**src/rtl/hazard_sched_if.sv**
```systemverilog
// Hazard scheduler bundle: ID/EX/MEM hazard inputs and pipeline controls.
// Perf counter signals exist only when HAZARD_PERF_EN is defined.
interface hazard_sched_if #(
  parameter int CNT_W = 16
);
  logic [4:0] id_rs1;
  logic [4:0] id_rs2;
  logic       id_uses_rs2;
  logic       ex_memread;
  logic [4:0] ex_rd;
  logic       ex_redirect;
  logic       mem_req;
  logic       mem_ready;

  logic       pc_write;
  logic       ifid_write;
  logic       ifid_flush;
  logic       idex_flush;
  logic       pipe_hold;
  logic       mem_abort;
  logic       mem_err;
  logic [1:0] state;

`ifdef HAZARD_PERF_EN
  logic [CNT_W-1:0] stall_cnt;
  logic [CNT_W-1:0] flush_cnt;
  logic [CNT_W-1:0] memwait_cnt;

  modport master (
    output id_rs1, id_rs2, id_uses_rs2,
    output ex_memread, ex_rd, ex_redirect,
    output mem_req, mem_ready,
    input  pc_write, ifid_write,
    input  ifid_flush, idex_flush,
    input  pipe_hold, mem_abort,
    input  mem_err, state,
    input  stall_cnt, flush_cnt, memwait_cnt
  );

  modport slave (
    input  id_rs1, id_rs2, id_uses_rs2,
    input  ex_memread, ex_rd, ex_redirect,
    input  mem_req, mem_ready,
    output pc_write, ifid_write,
    output ifid_flush, idex_flush,
    output pipe_hold, mem_abort,
    output mem_err, state,
    output stall_cnt, flush_cnt, memwait_cnt
  );
`else
  localparam int unused_cnt_w = CNT_W;

  modport master (
    output id_rs1, id_rs2, id_uses_rs2,
    output ex_memread, ex_rd, ex_redirect,
    output mem_req, mem_ready,
    input  pc_write, ifid_write,
    input  ifid_flush, idex_flush,
    input  pipe_hold, mem_abort,
    input  mem_err, state
  );

  modport slave (
    input  id_rs1, id_rs2, id_uses_rs2,
    input  ex_memread, ex_rd, ex_redirect,
    input  mem_req, mem_ready,
    output pc_write, ifid_write,
    output ifid_flush, idex_flush,
    output pipe_hold, mem_abort,
    output mem_err, state
  );
`endif
endinterface

```
**src/rtl/hazard_sched.sv**
```systemverilog
// Hazard scheduler: load-use stall, redirect flush, memory wait/timeout.
// Define HAZARD_PERF_EN to add saturating stall/flush/memwait counters.
module hazard_sched #(
  parameter int MEM_TIMEOUT = 255,
  parameter int CNT_W       = 16
) (
  input logic           clk,
  input logic           reset,
  hazard_sched_if.slave hif
);

  typedef enum logic [1:0] {
    RUN     = 2'b00,
    MEMWAIT = 2'b01,
    ABORT   = 2'b10,
    ILLEGAL = 2'b11
  } state_t;

  localparam logic [7:0] TMO = 8'(MEM_TIMEOUT);

  state_t     r_state;
  state_t     w_next;
  state_t     w_cur;
  logic [7:0] r_wait_cnt;
  logic       r_mem_err;

  logic w_load_use;
  logic w_rs1_hit;
  logic w_rs2_hit;
  logic w_pc_write;
  logic w_ifid_write;
  logic w_ifid_flush;
  logic w_idex_flush;
  logic w_pipe_hold;
  logic w_mem_abort;
  logic w_lu_apply;
  logic w_wait_miss;
  logic w_timeout;

  assign w_rs1_hit = (hif.ex_rd == hif.id_rs1);
  assign w_rs2_hit = hif.id_uses_rs2 &
                     (hif.ex_rd == hif.id_rs2);
  assign w_load_use = hif.ex_memread &
                      (hif.ex_rd != 5'd0) &
                      (w_rs1_hit | w_rs2_hit);

  // Outputs decode as RUN while reset is held.
  assign w_cur = reset ? RUN : r_state;

  assign w_wait_miss = (r_state == MEMWAIT) &
                       !hif.mem_ready;
  assign w_timeout   = w_wait_miss &
                       (r_wait_cnt >= TMO);

  // State register; reset aborts any wait in flight.
  always_ff @(posedge clk) begin
    if (reset) begin
      r_state <= RUN;
    end else begin
      r_state <= w_next;
    end
  end

  // Next-state decode; 2'b11 falls back to RUN.
  always_comb begin
    w_next = RUN;
    case (r_state)
      RUN: begin
        if (hif.mem_req && !hif.mem_ready) begin
          w_next = MEMWAIT;
        end
      end
      MEMWAIT: begin
        if (hif.mem_ready) begin
          w_next = RUN;
        end else if (r_wait_cnt >= TMO) begin
          w_next = ABORT;
        end else begin
          w_next = MEMWAIT;
        end
      end
      ABORT:   w_next = RUN;
      default: w_next = RUN;
    endcase
  end

  // Pipeline controls: memory hold beats redirect beats load-use.
  always_comb begin
    w_pc_write   = 1'b1;
    w_ifid_write = 1'b1;
    w_ifid_flush = 1'b0;
    w_idex_flush = 1'b0;
    w_pipe_hold  = 1'b0;
    w_mem_abort  = 1'b0;
    w_lu_apply   = 1'b0;
    case (w_cur)
      MEMWAIT: w_pipe_hold = !hif.mem_ready;
      ABORT:   w_mem_abort = 1'b1;
      default: begin
        w_pipe_hold = hif.mem_req &
                      !hif.mem_ready;
      end
    endcase
    if (w_pipe_hold) begin
      w_pc_write   = 1'b0;
      w_ifid_write = 1'b0;
    end else if (hif.ex_redirect) begin
      w_ifid_flush = 1'b1;
      w_idex_flush = 1'b1;
    end else if (w_load_use) begin
      w_pc_write   = 1'b0;
      w_ifid_write = 1'b0;
      w_idex_flush = 1'b1;
      w_lu_apply   = 1'b1;
    end
  end

  // Wait counter starts at 1 on the missing cycle, clears otherwise.
  always_ff @(posedge clk) begin
    if (reset) begin
      r_wait_cnt <= 8'd0;
    end else if ((r_state == RUN) &&
                 hif.mem_req && !hif.mem_ready) begin
      r_wait_cnt <= 8'd1;
    end else if (w_wait_miss && !w_timeout) begin
      r_wait_cnt <= r_wait_cnt + 8'd1;
    end else begin
      r_wait_cnt <= 8'd0;
    end
  end

  // Sticky timeout flag, cleared only by reset.
  always_ff @(posedge clk) begin
    if (reset) begin
      r_mem_err <= 1'b0;
    end else if (w_timeout) begin
      r_mem_err <= 1'b1;
    end
  end

  assign hif.pc_write   = w_pc_write;
  assign hif.ifid_write = w_ifid_write;
  assign hif.ifid_flush = w_ifid_flush;
  assign hif.idex_flush = w_idex_flush;
  assign hif.pipe_hold  = w_pipe_hold;
  assign hif.mem_abort  = w_mem_abort;
  assign hif.mem_err    = r_mem_err;
  assign hif.state      = r_state;

`ifdef HAZARD_PERF_EN
  localparam logic [CNT_W-1:0] ONE = CNT_W'(1);

  logic [CNT_W-1:0] r_stall_cnt;
  logic [CNT_W-1:0] r_flush_cnt;
  logic [CNT_W-1:0] r_memwait_cnt;

  // Saturating event counters.
  always_ff @(posedge clk) begin
    if (reset) begin
      r_stall_cnt   <= '0;
      r_flush_cnt   <= '0;
      r_memwait_cnt <= '0;
    end else begin
      if (w_lu_apply && (r_stall_cnt != '1)) begin
        r_stall_cnt <= r_stall_cnt + ONE;
      end
      if (w_ifid_flush && (r_flush_cnt != '1)) begin
        r_flush_cnt <= r_flush_cnt + ONE;
      end
      if (w_pipe_hold && (r_memwait_cnt != '1)) begin
        r_memwait_cnt <= r_memwait_cnt + ONE;
      end
    end
  end

  assign hif.stall_cnt   = r_stall_cnt;
  assign hif.flush_cnt   = r_flush_cnt;
  assign hif.memwait_cnt = r_memwait_cnt;
`else
  localparam int unused_cnt_w = CNT_W;
`endif

endmodule
```
**src/flat_wrapper.sv**
```systemverilog
// flat-port wrapper written by rule: the top's interface ports become plain ports
module hazard_sched_flat 
#(
  parameter int MEM_TIMEOUT = 255,
  parameter int CNT_W       = 16
)
  (clk, reset, hif_id_rs1, hif_id_rs2, hif_id_uses_rs2, hif_ex_memread, hif_ex_rd, hif_ex_redirect, hif_mem_req, hif_mem_ready, hif_pc_write, hif_ifid_write, hif_ifid_flush, hif_idex_flush, hif_pipe_hold, hif_mem_abort, hif_mem_err, hif_state);
  hazard_sched_if #(.CNT_W(CNT_W)) hif_i ();
  input logic clk;
  input logic reset;
  input wire logic [$bits(hif_i.id_rs1)-1:0] hif_id_rs1;
  input wire logic [$bits(hif_i.id_rs2)-1:0] hif_id_rs2;
  input wire logic [$bits(hif_i.id_uses_rs2)-1:0] hif_id_uses_rs2;
  input wire logic [$bits(hif_i.ex_memread)-1:0] hif_ex_memread;
  input wire logic [$bits(hif_i.ex_rd)-1:0] hif_ex_rd;
  input wire logic [$bits(hif_i.ex_redirect)-1:0] hif_ex_redirect;
  input wire logic [$bits(hif_i.mem_req)-1:0] hif_mem_req;
  input wire logic [$bits(hif_i.mem_ready)-1:0] hif_mem_ready;
  output wire logic [$bits(hif_i.pc_write)-1:0] hif_pc_write;
  output wire logic [$bits(hif_i.ifid_write)-1:0] hif_ifid_write;
  output wire logic [$bits(hif_i.ifid_flush)-1:0] hif_ifid_flush;
  output wire logic [$bits(hif_i.idex_flush)-1:0] hif_idex_flush;
  output wire logic [$bits(hif_i.pipe_hold)-1:0] hif_pipe_hold;
  output wire logic [$bits(hif_i.mem_abort)-1:0] hif_mem_abort;
  output wire logic [$bits(hif_i.mem_err)-1:0] hif_mem_err;
  output wire logic [$bits(hif_i.state)-1:0] hif_state;
  assign hif_i.id_rs1 = hif_id_rs1;
  assign hif_i.id_rs2 = hif_id_rs2;
  assign hif_i.id_uses_rs2 = hif_id_uses_rs2;
  assign hif_i.ex_memread = hif_ex_memread;
  assign hif_i.ex_rd = hif_ex_rd;
  assign hif_i.ex_redirect = hif_ex_redirect;
  assign hif_i.mem_req = hif_mem_req;
  assign hif_i.mem_ready = hif_mem_ready;
  assign hif_pc_write = hif_i.pc_write;
  assign hif_ifid_write = hif_i.ifid_write;
  assign hif_ifid_flush = hif_i.ifid_flush;
  assign hif_idex_flush = hif_i.idex_flush;
  assign hif_pipe_hold = hif_i.pipe_hold;
  assign hif_mem_abort = hif_i.mem_abort;
  assign hif_mem_err = hif_i.mem_err;
  assign hif_state = hif_i.state;
  hazard_sched #(.MEM_TIMEOUT(MEM_TIMEOUT), .CNT_W(CNT_W)) u_core (.clk(clk), .reset(reset), .hif(hif_i));
endmodule
```
**config.mk**
```make
export PLATFORM = sky130hd
export DESIGN_NAME = hazard_sched_flat
export DESIGN_NICKNAME = d
export VERILOG_FILES = /design/src/rtl/hazard_sched_if.sv /design/src/rtl/hazard_sched.sv /design/src/flat_wrapper.sv
export SDC_FILE = /design/constraint.sdc
export NUM_CORES = 1
export LEC_CHECK = 0
export BUFFER_PORTS_ARGS = -buffer_cell sky130_fd_sc_hd__buf_2
export CAP_MARGIN = 30
export CORE_MARGIN = 2
export CORE_UTILIZATION = 44
export CTS_BUF_LIST = sky130_fd_sc_hd__clkbuf_16
export DETAILED_ROUTE_END_ITERATION = 6
export PLACE_DENSITY = 0.76
export SLEW_MARGIN = 25
export SYNTH_ARGS = -nofsm -noshare
export SYNTH_HDL_FRONTEND = slang
export SYNTH_SLANG_ARGS = --single-unit
```
**constraint.sdc**
```tcl
create_clock -name clk -period 1.85 [get_ports clk]
set_input_delay 0.2775 -clock clk [delete_from_list [all_inputs] [get_ports clk]]
set_output_delay 0.2775 -clock clk [all_outputs]
set_load 0.005 [all_outputs]
```
After elaboration in Yosys (flattened, before gate mapping)
Index checks and enable logic that the tools add are counted.

word-level totals
  bits in registers = 11
  input bits = 22
  output and inout port bits = 9
  word-level logic and storage cells = 45

operators by class
  $add $sub $neg = 1
  magnitude comparators = 1
  equal/unequal tests = 5
  multiplexer cells = 17
  bitwise operators = 8
  reductions and logical operators = 9

operator list
  cell                                           count
  2-to-1 mux 1 bit                               12
  == test 5 bit                                  2
  adder 8 x 1 -> 8 bit, second input constant    1
  >= comparator 8 bit, second input constant     1
  AND 1 bit                                      6
  2-to-1 mux 2 bit                               3
  nonzero test 5 bit                             1
  == test 2 x 1 -> 1 bit, second input constant  2
  logical AND 1 bit                              4
  one-hot mux 2 bit (2 select lines)             1
  OR reduction 3 bit                             1
  == test 2 bit, second input constant           1
  zero test 1 bit                                2
  zero test 2 bit                                1
  one-hot mux 1 bit (2 select lines)             1
  NOT 1 bit                                      1
  OR 1 bit                                       1

Depth between registers and ports, before layout
Gate-level depths: netlist of run 1.

  depth in word-level cells = 7
  depth in mapped cells = 8
  mapped depth without buffers = 8

Worst setup path before layout of run 1
OpenSTA, ideal clock, no wires.

  path kind = flip-flop to output port
  start = reg u_core.r_state[1], in the netlist u_core.hif.state[1]
  end = out hif_pc_write
  data arrival time = 1.586 ns
  data required time = 1.572 ns
  setup slack = -0.013 ns
  cell stages (with the launch flop) = 8
  path buffers = 1
  cells stage by stage = dfxtp_1 > nand2_1 > ha_1 > mux2_2 > nand2_1 > inv_1 > a41oi_1 > buf_4

on the way
  word-level cells in the longest chain between the ends = 4
  elaborated cells on any way between the ends = 5
  classes of those cells = 2 x eq/ne; 3 x mux

ends and longest elaborated chain
  item                                                     RTL line            source
  start: declaration                                       hazard_sched.sv:21  state_t r_state;
  start signal: assignment                                 hazard_sched.sv:60  r_state <= w_next;
  2-to-1 mux 2 bit (*)                                     hazard_sched.sv:48  assign w_cur = reset ? RUN : r_state;
  == test 2 bit or == test 2 x 1 -> 1 bit (tied branches)  hazard_sched.sv:96  case (w_cur)
  one-hot mux 1 bit (2 select lines) (*)                   hazard_sched.sv:96
  net hif_pipe_hold                                        flat_wrapper.sv:23  output wire logic [$bits(hif_i.pipe_hold)-1:0] hif_pipe_hold;
  2-to-1 mux 1 bit (*)                                     n/a
  end: declaration                                         flat_wrapper.sv:19  output wire logic [$bits(hif_i.pc_write)-1:0] hif_pc_write;

The timed path passes the listed nets; every way through them passes the cells marked *.

Worst setup path after layout of run 1
  start = reg u_core.r_state[0], in the netlist u_core.hif.state[0]
  end = out hif_pc_write

on the way
  word-level cells in the longest chain between the ends = 4
  elaborated cells on any way between the ends = 5
  classes of those cells = 2 x eq/ne; 3 x mux

ends and longest elaborated chain
  item                                                     RTL line             source
  2-to-1 mux 2 bit (*)                                     hazard_sched.sv:48
  == test 2 bit or == test 2 x 1 -> 1 bit (tied branches)  hazard_sched.sv:96
  one-hot mux 1 bit (2 select lines) (*)                   hazard_sched.sv:96
  2-to-1 mux 1 bit (*)                                     hazard_sched.sv:104  if (w_pipe_hold) begin

Every way passes the cells marked *; elsewhere a longest branch is shown, timed or not.

==> results of run 1 <==
[what timing repair did]
item	CTS	global route
setup endpoints to repair	5	4
buffers inserted	1	0
pin swaps	2	1
resized for setup	8	4
[final timing paths]
path	startpoint	endpoint	slack, ns	cells after the start
worst max register to register	u_core.r_wait_cnt[0]$_SDFF_PP0_	u_core.r_wait_cnt[0]$_SDFF_PP0_	0.29	5
worst min-delay path	reset	u_core.hif.state[0]$_SDFF_PP0_	0.34	3
worst max-delay path	u_core.hif.state[0]$_SDFF_PP0_	hif_pc_write	-0.12	8
worst min register to register	u_core.hif.mem_err$_SDFFE_PP0P_	u_core.hif.mem_err$_SDFFE_PP0P_	0.46	1
[power by group through the flow]
stage | registers, mW | logic (mW) | clock network, mW
floorplan | 0.248 | 0.0476 | 0
global placement | 0.248 | 0.0920 | 0
detailed placement | 0.248 | 0.0973 | 0
CTS | 0.243 | 0.104 | 0.393
global route | 0.244 | 0.117 | 0.408
finish | 0.243 | 0.108 | 0.387
[sequential cells by signal (all words and copies together) (netlist names)]
register	cells
u_core.r_wait_cnt	8
u_core.hif.state	2
u_core.hif.mem_err	1
[synth_stat cells]
| cell | n | area, sq um |
|---|---|---|
| a211oi_1 | 1 | 7.51 |
| a21o_1 | 1 | 7.51 |
| a41o_1 | 1 | 10.0 |
| a41oi_1 | 1 | 8.76 |
| and2_1 | 1 | 6.26 |
| buf_4 | 2 | 15.0 |
| dfxtp_1 | 11 | 220 |
| ha_1 | 3 | 37.5 |
| inv_1 | 7 | 26.3 |
| mux2_2 | 1 | 11.3 |
| nand2_1 | 10 | 37.5 |
| nand2b_1 | 1 | 6.26 |
| nand2b_4 | 1 | 13.8 |
| nand3_1 | 3 | 15.0 |
| nand3_2 | 1 | 10.0 |
| nand4_1 | 1 | 6.26 |
| nor2_1 | 12 | 45.0 |
| nor3_1 | 3 | 15.0 |
| nor3_2 | 1 | 10.0 |
| o22ai_1 | 1 | 6.26 |
| o311ai_0 | 1 | 8.76 |
| o32ai_2 | 1 | 16.3 |
| xnor2_1 | 14 | 123 |
| xor2_1 | 2 | 17.5 |
[layer usage]
layer / GRT usage / up-vias
met4: 0.109 / 0
met1: 0.202 / 321
met5: 0 / -
li1: - / 341
met2: 0.388 / 21
met3: 0.0792 / 6
[worst min-delay path, stage by stage]
cell and delay [ns]:
buf_2 0.10, buf_4 0.12, a211oi_1 0.04
[cell families (layout without fill, tap and decap cells)]
group	count (synthesis)	after routing
muxes	1	1
buffers and inverters	9	47
DFF	11	11
xor gates and xnor gates	16	16
adders and majority gates	3	3
AOI/OAI and AO/OA	7	7
and+or+nand+nor	34	34
[final cells by class]
type,instances,area (sq um)
fillers,119,467
multi-input cells,61,455
flip-flops and latches,11,224
repair buffers,36,195
clock buffers,3,75.1
inverters,7,31.3
well taps,16,20.0
clock inverters,1,3.75
[placed cells by master (no fill, tap or decap), types with 2 or more instances in the layout]
cell type / netlist / routed
buf_2: 0 / 30
buf_4: 2 / 6
clkbuf_16: 0 / 3
dfxtp_1: 11 / 10
ha_1: 3 / 2
inv_1: 7 / 6
inv_4: 0 / 2
nand2_1: 10 / 8
nand3_1: 3 / 3
nor2_1: 12 / 11
nor3_1: 3 / 3
xnor2_1: 14 / 14
xor2_1: 2 / 2
==> impl_metrics.toml, run 1 <==
[synth]
netlist_area_sq_um = 681
postSynthAreaPerCell_sq_um = 8.40
synth_top_family_by_area = "simple AND/OR/NAND/NOR gates"
yosys.area_share.xor_xnor = 0.206
mux_share_of_post_synthesis_cell_area = 0.0165
synth.yosys.seq_area_share = 0.324
synth.net_count = 106
synthesis.instances = 81
simple_gate_portion_of_the_synthesized_area = 0.243
synth_adder_area_share = 0.0551
synth_warnings = 0
synth_compound_area_frac = 0.0956
netlist-cell-type-count = 24
synth_seq_cells = 11

[finish]
syn2layout_area_growth_pct = 47.6
ratio_of_cells_with_drive_above_1_in_the_final_layout = 0.437
num_antenna_cells = 0
finish.utilization = 0.683
post-route-cell-area_sq_um = 1000
finish.cell_count_without_fillers = 135
nets = 145

[power]
pwr-share-clk = 0.525
sw_frac_of_total = 0.211
power_density_nw_per_um2 = 734
netSwitchingPower_uw = 156
fin_total_pwr_uw = 738
cell_internal_pwr_uw = 582
power.share.sequential = 0.330
ir_worst_vdd_uv = 595
share_comb_of_total_power = 0.146
static-leakage-power_nw = 0.456

[clock_network]
cts.clk_slew.worst_paths_ns = 0.04
cts_buffers = 3
h-tree-depth = 1
tritoncts = "built"
cts_max_path_buffers = 2
cts_num_sinks = 11
clock_insertion_delay_worst_skew_ns = 0.24
cts_root_buffer = "clkbuf_16"
count_of_hold_fix_buffers_inserted_at_cts = 0

[setup_path]
cp_data_required_time_ns = 1.57
dominant_cell_type_by_count_on_the_critical_path = "inv_4"
critical_path_s_top_delay_family = "flip-flops"
start_kind = "register"
cp_num_buf_inv = 3
path_cells = "nand2b_4 > inv_4 > ha_4 > mux2_4 > nand2_4 > inv_4 > a41oi_2 > buf_2"
endpoint_kind = "output port"
crit_path_max_fanout = 3
worst_path_max_delay_cell = "dfxtp_4"
slowest_delay_ns = 0.34
crit_arrival_ns = 1.69
path_class = "reg2out"

[sta]
worst_pin_slew_ns = 0.348
hold_viol_final = 0
final.hold.worst_slack_ns = 0.340
worst_clock_skew_ns = 0.00180
setup-violations-final = 3
achievable-frequency_ghz = 0.508
timing.slew.headroom = 0.768
final_max_slew_viol_count = 0
post-route-period-util = 1.06
slack_of_the_critical_path_ns = -0.118
grt_setup_unrepaired = "true"
setup-tns-final_ns = -0.324
final_period_minus_worst_setup_slack_ns = 1.97

[run_status]
run_status = "finished with violations"
failed_checks = "setup timing"

[routing]
residual_antenna_violating_net_count_after_detailed_routing = 0
met3_length_um = 101
dr_wl_met2_um = 969
viasPerCell = 5.10
drc = 0
uppermost_routed_layer = "met4"
first_iter_violations = 6
dr_vias = 689
routedWlPerCell_um = 12.9
wl_met1_um = 632
drt_pass1_iterations = 4
wl_um = 1750

[hold_path]
hold_class = "in2reg"

[placement]
preCtsSetupSlack_ns = -0.0965
gpl.final_weighted_congestion = 0.803
detailed_place.area_sq_um = 881
place_hpwl_um = 1360
post-place-cells = 130
port_buffers = 30

[die]
dieArea_sq_um = 1880
design.core.area_sq_um = 1470
io_pins = 31
core.rowCount = 14
die-height_um = 43.3
start_util = 0.463
die_x_um = 43.3

[global_route]
grt_max_degree = 9
grt_antenna_before_repair = 0
gr-total-overflow = 0
grt_first_pass_wirelength_um = 2800
first_global_vias = 649
global_route_total_usage_across_every_layer = 0.211

[job]
max_cap_violations = 0
(Power assumes the default switching activity.)
==> run 2, diff against run 1 <==
PLACE_DENSITY = unset   (was 0.76)
PLACE_DENSITY_LB_ADDON = 0.08   (was unset)
==> impl_metrics.toml, run 2 (synthesis gave the netlist of run 1 again) <==
[run_status]
run_status = "finished with violations"
failed_checks = "setup timing"

[sta]
achievable-frequency_ghz = 0.519
post-route-period-util = 1.04
worst_pin_slew_ns = 0.410
setup-violations-final = 3
setup-tns-final_ns = -0.208
slack_of_the_critical_path_ns = -0.0762
final_max_slew_viol_count = 0
worst_clock_skew_ns = 0.00144
grt_setup_unrepaired = "true"
final_period_minus_worst_setup_slack_ns = 1.93
timing.slew.headroom = 0.723
hold_viol_final = 0

[power]
power_density_nw_per_um2 = 724
static-leakage-power_nw = 0.471
ir_worst_vdd_uv = 668
fin_total_pwr_uw = 741

[hold_path]
hold_depth = 3
holdCritStartpoint = "reset"
worstHoldEndpoint = "u_core.hif.state[0]$_SDFF_PP0_"
hold_class = "in2reg"

[finish]
largest_register_ffs = 8
nets = 148
ratio_of_cells_with_drive_above_1_in_the_final_layout = 0.459
syn2layout_area_growth_pct = 50.4
finish.utilization = 0.696
top_register = "u_core.r_wait_cnt"
num_antenna_cells = 0
layout_common_cells = "30 x buf_2, 14 x xnor2_1, 11 x nor2_1, 9 x buf_4, 9 x dfxtp_1"
mostFrequentLayoutCell = "buf_2"

[placement]
gpl.final_weighted_congestion = 0.758
port_buffers = 30
preCtsSetupSlack_ns = -0.0488
place_hpwl_um = 1150

[routing]
wl_um = 1530
routedWlPerCell_um = 11.1
drc = 0
viasPerCell = 4.87
residual_antenna_violating_net_count_after_detailed_routing = 0
drt_pass1_iterations = 2
dr_vias = 672
first_iter_violations = 3

[clock_network]
cts_max_path_buffers = 2
h-tree-depth = 1
cts_buffers = 3
cts_root_buffer = "clkbuf_16"
clock_insertion_delay_worst_skew_ns = 0.24
cts_num_sinks = 11
cts.clk_slew.worst_paths_ns = 0.04
tritoncts = "built"

[setup_path]
cp_data_required_time_ns = 1.57
path_cells = "nand2b_4 > inv_2 > ha_4 > mux2_4 > nand2_4 > buf_4 > a41o_1 > buf_2"
endpoint_kind = "output port"
crit_path_max_fanout = 2
r2r_start = "u_core.r_wait_cnt[0]$_SDFF_PP0_"
reg2reg_setup_slack_ns = 0.34
r2r_cells = 5
cp_num_buf_inv = 3
worst_reg2reg_path_endpoint = "u_core.r_wait_cnt[0]$_SDFF_PP0_"
critical_path_cell_count = 8
crit_arrival_ns = 1.65
worst_path_max_delay_cell = "dfxtp_2"
start_kind = "register"
slowest_delay_ns = 0.32
path_class = "reg2out"
critical_path_s_top_delay_family = "flip-flops"

[die]
dieArea_sq_um = 1880
die-height_um = 43.3
die_x_um = 43.3
design.core.area_sq_um = 1470
core.rowCount = 14
io_pins = 31
start_util = 0.463

[global_route]
gr-total-overflow = 0
first_global_vias = 595
grt_first_pass_wirelength_um = 2460
grt_antenna_before_repair = 0
global_route_total_usage_across_every_layer = 0.181
grt_max_degree = 9

[job]
max_cap_violations = 0
-- run 2: changes by cell type in the layout (fill, tap and decap cells not counted) --
cell / before / now
inv_4: 2 / 1
dfxtp_4: 1 / 0
dfxtp_1: 10 / 9
dfxtp_2: 0 / 2
buf_4: 6 / 9
inv_2: 0 / 1
-- run 2: metal layers --
metal / up-vias / share of wire / GRT usage
met3: 5 / 0.056 / 0.0500
met5: - / 0 / 0
li1: 350 / - / -
met2: 16 / 0.50 / 0.275
met4: 0 / 0.027 / 0.127
met1: 301 / 0.42 / 0.220
-- run 2: area by class of cell --
type	count	area [sq um]
Clock buffer	3	75.1
Clock inverter	1	3.75
Fill cell	117	448
Inverter	7	28.8
Multi-Input combinational cell	61	455
Sequential cell	11	223
Tap cell	16	20.0
Timing Repair Buffer	39	218
-- run 2: timing repair --
action	in CTS	in global routing
pin swaps	3	3
gates resized for setup	9	2
hold buffers	0	0
setup endpoints to repair	5	4
buffers inserted	1	2
-- run 2: per-stage QoR --
step                      hold slack, ns  std cells  area, sq um
after global routing               0.344        138         1020
after floorplan                    0.350         81          688
after global placement             0.434        131          888
after CTS                          0.314        136         1000
after detailed placement           0.439        131          888
final                              0.322        138         1020
-- run 2: worst max path at each step --
stage / startpoint / endpoint
after CTS: u_core.hif.state[0]$_SDFF_PP0_ / hif_ifid_write
after global routing: u_core.hif.state[0]$_SDFF_PP0_ / hif_idex_flush
final: u_core.hif.state[0]$_SDFF_PP0_ / hif_idex_flush
after global placement: reset / hif_idex_flush
after floorplan: u_core.hif.state[1]$_SDFF_PP0_ / hif_pc_write
after detailed placement: reset / hif_idex_flush
-- run 2: power by group --
part / switching [mW] / total, mW / internal [mW] / leakage, nW
logic: 0.0455 / 0.107 / 0.0612 / 0.339
clock network: 0.107 / 0.390 / 0.284 / 0.0423
registers: 0.00291 / 0.244 / 0.241 / 0.0898
-- run 2: worst min-delay path, stage by stage --
cell and delay [ns]:
buf_2 0.10, buf_4 0.11, a211oi_1 0.04
==> run 3, diff against run 2 <==
PLACE_DENSITY = 0.81   (was unset)
PLACE_DENSITY_LB_ADDON = unset   (was 0.08)
==> impl_metrics.toml, run 3 (synthesis gave the netlist of run 1 again) <==
[run_status]
run_status = "finished with violations"
failed_checks = "setup timing"

[setup_path]
dominant_cell_type_by_count_on_the_critical_path = "inv_4"
path_cells = "nand2b_4 > inv_4 > ha_4 > mux2_4 > nand2_4 > inv_4 > a41oi_2 > buf_2"
crit_path_max_fanout = 3
endpoint_kind = "output port"
start_kind = "register"
critical_path_s_top_delay_family = "flip-flops"
crit_arrival_ns = 1.64
worst_path_max_delay_cell = "dfxtp_4"
path_class = "reg2out"
cp_num_buf_inv = 3
cp_data_required_time_ns = 1.57
slowest_delay_ns = 0.34

[routing]
routedWlPerCell_um = 11.3
residual_antenna_violating_net_count_after_detailed_routing = 0
wl_um = 1560
viasPerCell = 4.83
drt_pass1_iterations = 2
first_iter_violations = 2
dr_vias = 667
drc = 0

[power]
ir_worst_vdd_uv = 622
static-leakage-power_nw = 0.472
power_density_nw_per_um2 = 714
power.share.sequential = 0.330
cell_internal_pwr_uw = 586
sw_frac_of_total = 0.205
pwr-share-clk = 0.521
netSwitchingPower_uw = 151
share_comb_of_total_power = 0.149

[sta]
final_period_minus_worst_setup_slack_ns = 1.92
hold_viol_final = 0
final_max_slew_viol_count = 0
worst_pin_slew_ns = 0.331
achievable-frequency_ghz = 0.522
post-route-period-util = 1.04
slack_of_the_critical_path_ns = -0.0673
timing.slew.headroom = 0.779
setup-violations-final = 4
grt_setup_unrepaired = "true"
worst_clock_skew_ns = 0.00534

[finish]
layout_common_cells = "30 x buf_2, 14 x xnor2_1, 11 x nor2_1, 9 x dfxtp_1"
largest_register_ffs = 8
num_antenna_cells = 0
mostFrequentLayoutCell = "buf_2"
fill_cells = 108
ratio_of_cells_with_drive_above_1_in_the_final_layout = 0.459
finish.cell_count_without_fillers = 138
nets = 148
finish.utilization = 0.702
top_register = "u_core.r_wait_cnt"
syn2layout_area_growth_pct = 51.7

[die]
start_util = 0.463
design.core.area_sq_um = 1470
die-height_um = 43.3
core.rowCount = 14
die_x_um = 43.3
dieArea_sq_um = 1880
io_pins = 31

[clock_network]
h-tree-depth = 1
cts.clk_slew.worst_paths_ns = 0.04
cts_num_sinks = 11
count_of_hold_fix_buffers_inserted_at_cts = 0
tritoncts = "built"
clock_insertion_delay_worst_skew_ns = 0.24
cts_max_path_buffers = 2
cts_root_buffer = "clkbuf_16"
cts_buffers = 3

[placement]
post-place-cells = 130
gpl.final_weighted_congestion = 0.805
place_hpwl_um = 1200
port_buffers = 30

[global_route]
grt_max_degree = 9
global_route_total_usage_across_every_layer = 0.181
grt_first_pass_wirelength_um = 2570
grt_antenna_before_repair = 0
first_global_vias = 646
gr-total-overflow = 0

[hold_path]
hold_class = "in2reg"

[job]
max_cap_violations = 0
==> run 3: cell count changes in the layout (fill, tap and decap cells not counted) <==
cell | before | now
inv_2 | 1 | 0
buf_4 | 9 | 8
dfxtp_2 | 2 | 1
dfxtp_4 | 0 | 1
buf_6 | 0 | 1
inv_4 | 1 | 2
==> run 3: layout make-up <==
cell class	count	area [sq um]	area share
clock inverters	1	3.75	0.00364
clock buffers	3	75.1	0.0727
inverters	7	31.3	0.0303
multi-input cells	61	455	0.441
well taps	16	20.0	0.0194
repair buffers	39	221	0.215
flip-flops and latches	11	225	0.218
==> run 3: routing by layer <==
metal,vias up,part of all wire,global-route usage
met3,2,0.049,0.0458
li1,349,-,-
met5,-,0,0
met4,0,0.0058,0.0788
met2,16,0.55,0.328
met1,300,0.40,0.198
==> run 3: what timing repair did <==
item                       4_1_cts  5_1_grt
resized for setup               12        2
pin swaps                        3        1
setup endpoints to repair        5        4
gates cloned                     0        0
buffers inserted                 2        2
==> run 3: power by group through the flow <==
| stage | combinational (mW) | clock, mW | sequential (mW) |
|---|---|---|---|
| 5_1_grt | 0.120 | 0.403 | 0.243 |
| 3_3_place_gp | 0.0917 | 0 | 0.248 |
| 4_1_cts | 0.107 | 0.392 | 0.243 |
| 3_5_place_dp | 0.0956 | 0 | 0.248 |
| 2_1_floorplan | 0.0476 | 0 | 0.248 |
| 6_report | 0.110 | 0.384 | 0.243 |
==> run 3: path summary, 6_finish.rpt <==
kind                                   startpoint                               to  slack (ns)  depth (start not counted)
setup / recovery   u_core.hif.state[0]$_SDFF_PP0_                   hif_ifid_write       -0.07                          8
setup reg to reg  u_core.r_wait_cnt[0]$_SDFF_PP0_  u_core.r_wait_cnt[0]$_SDFF_PP0_        0.30                          5
hold / removal                              reset   u_core.hif.state[0]$_SDFF_PP0_        0.33                          3
hold reg to reg   u_core.hif.mem_err$_SDFFE_PP0P_  u_core.hif.mem_err$_SDFFE_PP0P_        0.44                          1
==> run 3: through the flow <==
stage          setup TNS, ns  setup WS [ns]  power, mW  hold slack [ns]  area, sq um
6_report              -0.212        -0.0673      0.737            0.329         1030
2_1_floorplan              0         0.0414      0.295            0.350          688
4_1_cts               -0.204        -0.0696      0.742            0.325         1010
3_5_place_dp         -0.0644        -0.0432      0.344            0.435          881
3_3_place_gp        -0.00637       -0.00637      0.340            0.428          881
5_1_grt               -0.494         -0.143      0.767            0.336         1030
==> run 3: tightest hold or removal path, cell delays in order <==
cell	delay (ns)
buf_2	0.10
buf_4	0.11
a211oi_1	0.03
